===== config.mk =====
export PLATFORM = sky130hd
export DESIGN_NAME = neopixel_chase_driver
export DESIGN_NICKNAME = d
export VERILOG_FILES = /design/src/rtl/neopixel_chase_driver.sv
export SDC_FILE = /design/constraint.sdc
export NUM_CORES = 1
export LEC_CHECK = 0
export BUFFER_PORTS_ARGS = -buffer_cell sky130_fd_sc_hd__buf_4
export CAP_MARGIN = 20
export CORE_UTILIZATION = 66
export CTS_CLUSTER_DIAMETER = 60
export DETAILED_ROUTE_END_ITERATION = 8
export GPL_TIMING_DRIVEN = 0
export PLACE_DENSITY = 0.85
export RECOVER_POWER = 100
export SLEW_MARGIN = 20
export SYNTH_ARGS = -nofsm -noshare
export SYNTH_HDL_FRONTEND = slang
export SYNTH_SLANG_ARGS = --single-unit

===== constraint.sdc =====
create_clock -name clk -period 5.4 [get_ports clk]
set_input_delay 1.35 -clock clk [delete_from_list [all_inputs] [get_ports clk]]
set_output_delay 1.35 -clock clk [all_outputs]
set_load 0.005 [all_outputs]

===== src/rtl/neopixel_chase_driver.sv =====
// WS2812 strip driver: serialises N_PIXELS GRB words per frame, then holds a latch gap.
// Pattern words come from a chase/solid/white/off generator with runtime brightness.
module neopixel_chase_driver #(
  parameter int N_PIXELS    = 18,
  parameter int T_BIT       = 26,
  parameter int T0H         = 8,
  parameter int T1H         = 16,
  parameter int T_RST       = 1228,
  parameter int HOLD_FRAMES = 30
) (
  input  logic       clk,
  input  logic       rst,
  input  logic       enable,
  input  logic [1:0] mode,
  input  logic [7:0] brightness,
  output logic       dout,
  output logic       busy,
  output logic       frame_done,
  output logic [1:0] phase
);

  localparam int PIX_W = (N_PIXELS > 1) ? $clog2(N_PIXELS) : 1;
  localparam int CYC_W = (T_BIT > 1) ? $clog2(T_BIT) : 1;
  localparam int LAT_W = (T_RST > 1) ? $clog2(T_RST) : 1;
  localparam int FRM_W = $clog2(HOLD_FRAMES + 1);

  localparam logic [PIX_W-1:0] PIX_LAST = PIX_W'(N_PIXELS - 1);
  localparam logic [CYC_W-1:0] CYC_LAST = CYC_W'(T_BIT - 1);
  localparam logic [CYC_W-1:0] HIGH0    = CYC_W'(T0H);
  localparam logic [CYC_W-1:0] HIGH1    = CYC_W'(T1H);
  localparam logic [LAT_W-1:0] LAT_LAST = LAT_W'(T_RST - 1);
  localparam logic [FRM_W-1:0] FRM_HOLD = FRM_W'(HOLD_FRAMES);
  localparam logic [4:0]       BIT_LAST = 5'd23;

  typedef enum logic [1:0] {
    ST_IDLE  = 2'd0,
    ST_SEND  = 2'd1,
    ST_LATCH = 2'd2
  } state_t;

  state_t           state_q, state_d;
  logic [PIX_W-1:0] pix_q, pix_d;
  logic [CYC_W-1:0] cyc_q, cyc_d;
  logic [4:0]       bit_q, bit_d;
  logic [LAT_W-1:0] lat_q, lat_d;
  logic [FRM_W-1:0] frm_q, frm_d;
  logic [FRM_W-1:0] frm_inc;
  logic [1:0]       phase_q, phase_d;
  logic [1:0]       mod3_q, mod3_d;
  logic             dout_q, dout_d;
  logic             busy_q, busy_d;
  logic             frame_done_q, frame_done_d;
  logic [23:0]      word_q, word_d;
  logic [1:0]       mode_q, mode_d;
  logic [7:0]       bright_q, bright_d;
  logic             start_frame;

  function automatic logic [1:0] mod3_step(input logic [1:0] v);
    mod3_step = (v == 2'd2) ? 2'd0 : v + 2'd1;
  endfunction

  // SOLID colours every pixel by phase; CHASE uses the per-pixel running index.
  function automatic logic [23:0] pixel_word(input logic [1:0] md, input logic [7:0] b,
                                             input logic [1:0] chase_idx, input logic [1:0] ph);
    logic [1:0]  idx;
    logic [23:0] w;
    idx = (md == 2'd1) ? ph : chase_idx;
    w   = 24'h000000;
    case (md)
      2'd0, 2'd1: begin
        case (idx)
          2'd0:    w = {b, 8'h00, 8'h00};
          2'd1:    w = {8'h00, b, 8'h00};
          default: w = {8'h00, 8'h00, b};
        endcase
      end
      2'd2:    w = {b, b, b};
      default: w = 24'h000000;
    endcase
    pixel_word = w;
  endfunction

  always_comb begin
    state_d     = state_q;
    pix_d       = pix_q;
    cyc_d       = cyc_q;
    bit_d       = bit_q;
    lat_d       = lat_q;
    frm_d       = frm_q;
    phase_d     = phase_q;
    mod3_d      = mod3_q;
    word_d      = word_q;
    mode_d      = mode_q;
    bright_d    = bright_q;
    start_frame = 1'b0;
    frm_inc     = frm_q + 1'b1;

    case (state_q)
      ST_IDLE: start_frame = enable;
      ST_SEND: begin
        if (cyc_q != CYC_LAST) begin
          cyc_d = cyc_q + 1'b1;
        end else begin
          cyc_d = '0;
          if (bit_q != BIT_LAST) begin
            bit_d  = bit_q + 5'd1;
            word_d = {word_q[22:0], 1'b0};
          end else if (pix_q != PIX_LAST) begin
            bit_d  = 5'd0;
            pix_d  = pix_q + 1'b1;
            mod3_d = mod3_step(mod3_q);
            word_d = pixel_word(mode_q, bright_q, mod3_step(mod3_q), phase_q);
          end else begin
            state_d = ST_LATCH;
            lat_d   = '0;
          end
        end
      end
      ST_LATCH: begin
        if (lat_q != LAT_LAST) begin
          lat_d = lat_q + 1'b1;
        end else begin
          if (frm_inc == FRM_HOLD) begin
            frm_d   = '0;
            phase_d = mod3_step(phase_q);
          end else begin
            frm_d = frm_inc;
          end
          start_frame = enable;
          if (!enable) state_d = ST_IDLE;
        end
      end
      default: state_d = ST_IDLE;
    endcase

    // A new frame sees the phase that takes effect at this same edge.
    if (start_frame) begin
      state_d  = ST_SEND;
      pix_d    = '0;
      cyc_d    = '0;
      bit_d    = 5'd0;
      mod3_d   = phase_d;
      mode_d   = mode;
      bright_d = brightness;
      word_d   = pixel_word(mode, brightness, phase_d, phase_d);
    end

    busy_d       = (state_d != ST_IDLE);
    dout_d       = (state_d == ST_SEND) && (cyc_d < (word_d[23] ? HIGH1 : HIGH0));
    frame_done_d = (state_d == ST_LATCH) && (lat_d == LAT_LAST);
  end

  always_ff @(posedge clk) begin
    if (rst) begin
      state_q      <= ST_IDLE;
      pix_q        <= '0;
      cyc_q        <= '0;
      bit_q        <= 5'd0;
      lat_q        <= '0;
      frm_q        <= '0;
      phase_q      <= 2'd0;
      mod3_q       <= 2'd0;
      dout_q       <= 1'b0;
      busy_q       <= 1'b0;
      frame_done_q <= 1'b0;
    end else begin
      state_q      <= state_d;
      pix_q        <= pix_d;
      cyc_q        <= cyc_d;
      bit_q        <= bit_d;
      lat_q        <= lat_d;
      frm_q        <= frm_d;
      phase_q      <= phase_d;
      mod3_q       <= mod3_d;
      dout_q       <= dout_d;
      busy_q       <= busy_d;
      frame_done_q <= frame_done_d;
    end
  end

  // Word and latched frame settings are only consumed while SEND is active.
  always_ff @(posedge clk) begin
    word_q   <= word_d;
    mode_q   <= mode_d;
    bright_q <= bright_d;
  end

  assign dout       = dout_q;
  assign busy       = busy_q;
  assign frame_done = frame_done_q;
  assign phase      = phase_q;

endmodule


# Word-level counts from Yosys, hierarchy flattened
# Cells that the tools add are included.
word_totals:
  ff_bits: 74
  input_bits: 13
  out_inout_bits: 5
  elab_cells: 107
classes:
  add_sub_neg: 7
  n_lt_le_gt_ge: 1
  eq_ne: 20
  n_mux: 41
  bitwise: 3
  n_reduce_logical: 20
op_table:
  columns: ["cell", "n"]
  rows:
  - ["24-bit one-hot mux with 2 select lines", 4]
  - ["24-bit 2-to-1 mux", 5]
  - ["11-bit 2-to-1 mux", 4]
  - ["5-bit 2-to-1 mux", 7]
  - ["2-bit 2-to-1 mux", 17]
  - ["11-bit one-hot mux with 2 select lines", 1]
  - ["5-bit by 1-bit adder with 5-bit output (second input constant)", 4]
  - ["5-bit inequality test (second input constant)", 3]
  - ["2-bit by 1-bit equality test with 1-bit output (second input constant)", 6]
  - ["2-bit equality test (second input constant)", 6]
  - ["11-bit by 1-bit adder with 11-bit output (second input constant)", 1]
  - ["11-bit equality test (second input constant)", 1]
  - ["11-bit inequality test (second input constant)", 1]
  - ["2-bit logical NOT", 5]
  - ["4-bit AND reduction", 2]
  - ["2-bit nonzero test", 4]
  - ["2-bit one-hot mux with 3 select lines", 1]
  - ["3-bit AND reduction", 2]
  - ["2-bit OR reduction", 3]
  - ["5-bit equality test (second input constant)", 1]
  - ["5-bit less-than comparator", 1]
  - ["2-bit by 1-bit adder with 2-bit output (second input constant)", 2]
  - ["2-bit inequality test (second input constant)", 2]
  - ["1-bit NOT", 3]
  - ["5 further kinds", 6]

# Longest topological paths before layout
# Gate-level depths: netlist of run 1.
depth:
  depth_word: 14
  mapped_depth: 12
  ltp_nobuf: 11

# Worst setup path before layout of run 1
# No wires, ideal clock.
synth_timing:
  kind: "input-to-reg"
  startpoint: "input enable"
  endpoint: "register word_q[0], enable pin"
  setup_time_ns: 0.411
  arrival_ns: 3.179
  required_time_ns: 4.989
  slack_ns: 1.810
  stages: 6
  cell_sequence: "nand2_1 -> o41a_1 -> buf_6 -> clkinv_4 -> a31oi_1 -> a21oi_1"
synth_via:
  elab_chain_len: 4
  word_cells_on_any_way: 6
synth_rtl:
  columns: ["item", "line", "rtl"]
  rows:
  - ["start, declared", "13", "input logic enable,"]
  - ["1-bit 2-to-1 mux", "120", "if (lat_q != LAT_LAST) begin"]
  - ["1-bit one-hot mux with 2 select lines (*)", "98", "case (state_q)"]
  - ["named net start_frame", "56", "logic start_frame;"]
  - ["2-bit inequality test (no line) (tied with other cells)", null, null]
  - ["3-bit AND reduction (no line) (*)", null, null]
  - ["end signal, assigned", "183", "word_q <= word_d;"]
  - ["end, declared", "53", "logic [23:0] word_q, word_d;"]
# The timed path passes the listed nets; every way through them passes the cells marked *.
# A chain may end at the register's enable or synchronous reset.

# Worst setup path in the final report of run 1
layout_timing:
  startpoint: "input enable"
  endpoint: "register dout_q (netlist: dout)"
layout_via:
  word_cells_on_any_way: 12
layout_lines:
  columns: ["item", "line", "rtl"]
  rows:
  - ["1-bit 2-to-1 mux", "120", null]
  - ["1-bit one-hot mux with 2 select lines (*)", "98", null]
  - ["named net start_frame", "56", null]
  - ["5-bit 2-to-1 mux (*)", "137", "if (start_frame) begin"]
  - ["named net cyc_d[4]", "43", "logic [CYC_W-1:0] cyc_q, cyc_d;"]
  - ["5-bit less-than comparator (*)", "149", "dout_d = (state_d == ST_SEND) && (cyc_d < (word_d[23] ? HIGH1 : HIGH0));"]
  - ["1-bit logical AND (*)", "149", null]
  - ["end signal, assigned", "175", "dout_q <= dout_d;"]
  - ["end, declared", "50", "logic dout_q, dout_d;"]
# Marked as above.

==> results_dict.tcl, run 1 <==
set metrics [dict create \
    synth.avg_cell_area_um2 9.725 \
    synth_area_um2 3939 \
    core_area_um2 5642 \
    rsz0062_at_grt "false" \
    hold-worst-slack_ps 485.8 \
    grt_overflow 0 \
    die_w_um 79.25 \
    max_cap_violations 0 \
    finalSetupTns_ps 0 \
    leakage_nw 1.538 \
    instances_no_fill 510 \
    htree_levels 3 \
    setup_viol 0 \
    totalPowerFinal_mw 1.124 \
    dp_cells 494 \
    crit_path_max_incr_delay_ps 890 \
    ys_async_sr_fraction_pct 0 \
    dpl.hpwl_um 6027 \
    cts_tree "done" \
    period_needed_ps 3810 \
    relSlewSlack_pct 30.78 \
    post_cts_resized 0 \
    grt_pass1_vias 3113 \
    maxClockFrequency_mhz 262.4 \
    routed_wirelength_um 9020 \
    drt_iter0_drc 361 \
    cp.arrival_ps 4070 \
    hold_viol 0 \
    status "finished with violations" \
    cts_made_buffers 9 \
    synth_edf_count 33 \
    grt_pass1_wl_um 14450 \
    drc 1 \
    clkSinkCount 74 \
    portBuffers 17 \
    postRouteAntennaNets 0 \
    path_clk_slew_ps 70 \
    violations "design-rule violations" \
    grt_usage_pct 30.20 \
    antenna_found_initial 0 \
    area_growth_pct 8.609 \
    final_area_um2 4278 \
    place_ws_ps 1859 \
    grt_start_max_net_pins 24 \
    path_cells "clkbuf_1 -> nand2_1 -> o41a_1 -> clkbuf_1 -> clkinvlp_2 -> nor2_1 -> ha_1 -> nand2_1 -> a21oi_1 -> a2111oi_4" \
    layout_setup_ws_ps 1590 \
    root_buffer "clkbuf_8" \
    path_class "in -> reg" \
    viasPerCell 6.604 \
    fin_skew_ps 10.52 \
    cts_setup_buffers 0 \
    die_h_um 79.25 \
    rows 27 \
    dieArea_um2 6281 \
    synthFlopType "dfxtp_1" \
    synth_cell_type_count 73 \
    p_per_area_nw_per_um2 262.6 \
    dr_total_vias 3368 \
    worstSetupEndpointType "register" \
    final_nets 459 \
    crit_fanout 16 \
    critPathSlowestCell "clkinvlp_2" \
    max-clock-path-buffers 2 \
    ys_ff_latch 74 \
    diodes 0 \
    hold_class "reg -> reg" \
    dpl_cell_area_um2 4168 \
    vdd_drop_max_mv 0.3295 \
    seq_area_frac_synth_pct 46.00 \
    place.gp.congestion 0.8887 \
    io_pins 18 \
    worst_pin_slew_ps 1024 \
    initial_core_util_pct 69.82 \
    synthCells 405 \
    cts_hold_buf 0 \
    drt-wirelength-per-cell_um 17.69 \
    drive_above_1_share_pct 9.132 \
    yosys_warnings 0 \
    worst_setup_path_start_kind "primary input" \
    maxSlewViolCount 0 \
    critPathRequiredTime_ps 5660 \
    synth_nets 431 \
    first_pass_iters 7 \
    fin_util_pct 75.83 \
    finalCritPeriodShare_pct 70.56 \
    clock_latency_ps 350 \
]
==> worst max-delay path: cells and delay by family <==
kind / cells / cell delay, ps
AOI/OAI and AO/OA: 3 / 510
adders and majority gates: 1 / 290
buffers and inverters: 3 / 1470
and+or+nand+nor: 3 / 450
==> registers in the layout, indices dropped and copies added (netlist names) <==
name        flops
word_q         24
lat_q          11
bright_q        8
bit_q           5
cyc_q           5
frm_q           5
pix_q           5
mod3_q          2
mode_q          2
phase           2
state_q         2
busy            1
dout            1
frame_done      1
==> cell usage in the layout, fill, tap and decap left out, types with 3 or more instances in the layout <==
| cell | count |
|---|---|
| nand4_1 | 7 |
| a221o_1 | 7 |
| nand2b_1 | 4 |
| and4b_1 | 3 |
| o211a_1 | 4 |
| edfxtp_1 | 33 |
| ha_1 | 13 |
| nand2_1 | 37 |
| clkbuf_1 | 19 |
| a31oi_1 | 5 |
| a21oi_1 | 20 |
| clkinv_1 | 3 |
| a22oi_1 | 18 |
| nand3_1 | 10 |
| clkbuf_4 | 9 |
| inv_1 | 16 |
| nor4_1 | 4 |
| xor2_1 | 6 |
| clkbuf_8 | 9 |
| o22ai_1 | 15 |
| mux2i_1 | 3 |
| o21ai_0 | 15 |
| nor2_1 | 50 |
| dfxtp_1 | 41 |
| nor3_1 | 8 |
| and4_1 | 4 |
| or3_1 | 3 |
| a211oi_1 | 3 |
| nor2b_1 | 9 |
==> final cells by class <==
cell class / count / area (µm²)
Fill cell: 411 / 1364
Sequential cell: 74 / 1812
Timing Repair Buffer: 17 / 101.3
Buffer: 13 / 50.05
Clock buffer: 9 / 123.9
Multi-Input combinational cell: 300 / 1969
Tap cell: 72 / 90.09
Inverter: 18 / 71.32
Clock inverter: 7 / 60.06
==> report_power, final <==
group	internal, mW	switching, mW	leakage (nW)
sequential	0.610	0.0128	0.657
clock	0.208	0.206	0.0955
combinational	0.0321	0.0555	0.786
==> layer usage <==
layer / up-vias / GRT usage (%) / part of all wire (%)
met3: 23 / 8.506 / 7.5
met4: 0 / 12.55 / 2.1
li1: 1588 / - / -
met1: 1603 / 38.79 / 43
met2: 154 / 47.76 / 48
met5: - / 0 / 0
==> path summary, 6_finish.rpt <==
| kind | to | depth (start not counted) | slack (ps) | from |
|---|---|---|---|---|
| max | dout$_SDFF_PP0_ | 10 | 1590 | enable |
| min | bit_q[1]$_SDFFE_PP0P_ | 2 | 490 | bit_q[1]$_SDFFE_PP0P_ |
| max reg2reg | dout$_SDFF_PP0_ | 10 | 1640 | lat_q[5]$_SDFF_PP0_ |
| min reg2reg | bit_q[1]$_SDFFE_PP0P_ | 2 | 490 | bit_q[1]$_SDFFE_PP0P_ |
==> kinds of logic after synthesis <==
logic type                 share of synthesized area (%)
and+or+nand+nor                                    21.51
AOI/OAI and AO/OA                                  21.98
DFF                                                46.00
buffers and inverters                              3.558
adders and majority gates                          4.130
xor gates and xnor gates                           1.779
muxes                                              1.048
==> cell usage after synthesis (all sizes together) (3+ instances only) <==
master	instances	area (µm²)
nor2	50	187.7
dfxtp	41	820.8
nand2	38	150.1
edfxtp	33	991.0
a21oi	22	132.6
a22oi	18	135.1
inv	17	66.32
o21ai	15	75.07
o22ai	15	93.84
ha	13	162.7
nand3	11	67.57
clkbuf	10	37.54
nor2b	9	56.30
nor3	9	45.04
nand4	8	56.30
a221o	7	70.07
xor2	6	52.55
a31oi	5	31.28
and4	4	35.03
nand2b	4	25.02
nor4	4	25.02
o211a	4	47.55
a211oi	3	22.52
a21boi	3	26.27
and4b	3	30.03
buf	3	27.52
mux2i	3	30.03
or2	3	18.77
or3	3	18.77
Power figures use the tool's default switching activity.
==> inputs of run 2 (changes only) <==
- CORE_UTILIZATION: 66 -> 55
- PLACE_DENSITY: 0.85 -> 0.75
- clock period: 5.4 -> 3.3 ns (I/O delays scaled with it)
==> run 2 against run 1 <==
The run now ends clean. Clock power is 73% higher. Critical endpoint is now frame_done$_SDFF_PP0_. Largest power group unchanged. First-iteration DRC count is 38% lower. Largest cell class unchanged. Critical path depth is 2 lower. Critical path type is now reg -> reg. Sequential power is 64% higher. Combinational power is 68% higher. Power is 67% higher.
==> results_dict.tcl, run 2 (synthesis gave the netlist of run 1 again) <==
set metrics [dict create \
    dpl_cell_area_um2 4198 \
    critPathRequiredTime_ps 3590 \
    clock_latency_ps 360 \
    dieArea_um2 7504 \
    crit_top_cell "nand2_1" \
    top_register "word_q" \
    layout_common_cells "nor2_1, dfxtp_1, nand2_1" \
    p_sw_share_pct 25.13 \
    crit_fanout 8 \
    grt_pass1_vias 3011 \
    period_needed_ps 3165 \
    place.gp.congestion 0.8463 \
    area_growth_pct 11.37 \
    root_buffer "clkbuf_8" \
    regArea_um2 1812 \
    hold_viol 0 \
    maxClockFrequency_mhz 316.0 \
    cp_top_family "compound AO/OA/AOI/OAI gates" \
    p_int_mw 1.407 \
    io_pins 18 \
    cts_made_buffers 9 \
    dr_total_vias 3236 \
    finalCritPeriodShare_pct 95.90 \
    power_switching_mw 0.4722 \
    worst_setup_path_start_kind "register" \
    grt_start_max_net_pins 24 \
    cp.arrival_ps 3460 \
    first_pass_iters 5 \
    path_cells "inv_1 -> ha_1 -> nand2_1 -> a31oi_1 -> nand2_1 -> or2_2 -> a2111oi_0 -> and4_1" \
    setup_viol 0 \
    path_clk_slew_ps 80 \
    grt_pass1_wl_um 14280 \
    largest_reg_flops 24 \
    num-fill-cells 581 \
    die_w_um 86.63 \
    rsz0062_at_grt "false" \
    portBuffers 17 \
    final_area_um2 4387 \
    cts_tree "done" \
    hold_class "reg -> reg" \
    final_common_cell "nor2_1" \
    htree_levels 3 \
    drt-wirelength-per-cell_um 16.31 \
    max_cap_violations 0 \
    grt_overflow 0 \
    place_ws_ps 164.7 \
    finalSetupTns_ps 0 \
    postRouteAntennaNets 0 \
    crit_path_max_incr_delay_ps 650 \
    maxSlewViolCount 0 \
    final_nets 462 \
    antenna_found_initial 0 \
    grt_usage_pct 24.78 \
    cts_hold_buf 0 \
    fin_skew_ps 15.22 \
    initial_core_util_pct 57.34 \
    diodes 0 \
    core_area_um2 6869 \
    path_buf_inv 1 \
    leakage_nw 1.553 \
    critPathSlowestCell "a2111oi_0" \
    power_frac_comb_pct 7.8 \
    worst_pin_slew_ps 1036 \
    status "finished, final reports clean" \
    vdd_drop_max_mv 0.2753 \
    p_seq_share_pct 54.1 \
    relSlewSlack_pct 30.43 \
    die_h_um 86.63 \
    routed_wirelength_um 8756 \
    clockPowerShare_pct 38.1 \
    reg.largest.list "word_q x24, lat_q x11, bright_q x8" \
    rows 30 \
    worstSetupEndpointType "register" \
    layout_setup_ws_ps 135.2 \
    viasPerCell 6.026 \
    drc 0 \
    dpl.hpwl_um 6032 \
    path_class "reg -> reg" \
    multi_input_area_um2 1987 \
    p_per_area_nw_per_um2 428.3 \
    max-clock-path-buffers 2 \
    drt_iter0_drc 223 \
    drive_above_1_share_pct 11.34 \
    clkSinkCount 74 \
]
-- run 2: changes by cell type in the layout (fill, tap and decap cells not counted), moves of 2 or more --
cell | previous run | this run
clkbuf_1 | 19 | 15
inv_6 | 0 | 2
clkinv_1 | 3 | 1
buf_4 | 1 | 4
clkinv_2 | 2 | 0
clkinvlp_4 | 0 | 2
buf_6 | 0 | 2
-- run 2: path summary, 6_finish.rpt --
| kind | start | to | slack (ps) | cells after the start |
|---|---|---|---|---|
| max | state_q[0]$_SDFF_PP0_ | frame_done$_SDFF_PP0_ | 140 | 8 |
| min | bit_q[1]$_SDFFE_PP0P_ | bit_q[1]$_SDFFE_PP0P_ | 490 | 2 |
| max reg2reg | state_q[0]$_SDFF_PP0_ | frame_done$_SDFF_PP0_ | 140 | 8 |
| min reg2reg | bit_q[1]$_SDFFE_PP0P_ | bit_q[1]$_SDFFE_PP0P_ | 490 | 2 |
-- run 2: routing by layer --
metal	global-route usage, %	vias up	part of all wire, %
met4	10.61	0	1.8
met3	3.238	17	4.4
met5	0	-	0
li1	-	1603	-
met2	39.39	80	47
met1	34.09	1536	47
-- run 2: per-stage QoR --
stage | total power, mW | cells | hold slack (ps) | util, %
2_1_floorplan | 1.134 | 405 | 453.7 | -
5_1_grt | 1.939 | 537 | 544.5 | 63.86
3_5_place_dp | 1.187 | 518 | 478.7 | 61.11
3_3_place_gp | 1.181 | 518 | 467.4 | 60.95
6_report | 1.879 | 537 | 490.0 | 63.86
4_1_cts | 1.897 | 534 | 490.5 | 64.01
-- run 2: timing repair --
item | CTS | global route
gates resized for setup | 0 | 5
endpoints found under the setup margin | 0 | 2
setup buffers | 0 | 3
-- run 2: area by class of cell --
class	instances	share of cell area [%]
clock buffers	9	2.824
repair buffers	20	2.909
well taps	96	2.738
plain buffers	13	1.512
multi-input cells	300	45.29
inverters	18	1.711
flip-flops and latches	74	41.30
clock inverters	7	1.711
-- run 2: power groups by stage --
stage	registers (mW)	clock network, mW	logic [mW]
floorplan	1.03	0	0.103
global placement	1.04	0	0.145
detailed placement	1.04	0	0.150
CTS	1.02	0.729	0.151
global route	1.02	0.757	0.162
finish	1.02	0.715	0.147
-- run 2: worst reg2reg max path: stages (launching register included) --
cell	delay [ps]
dfxtp_1	510
inv_1	130
ha_1	400
nand2_1	220
a31oi_1	460
nand2_1	150
or2_2	290
a2111oi_0	650
and4_1	300
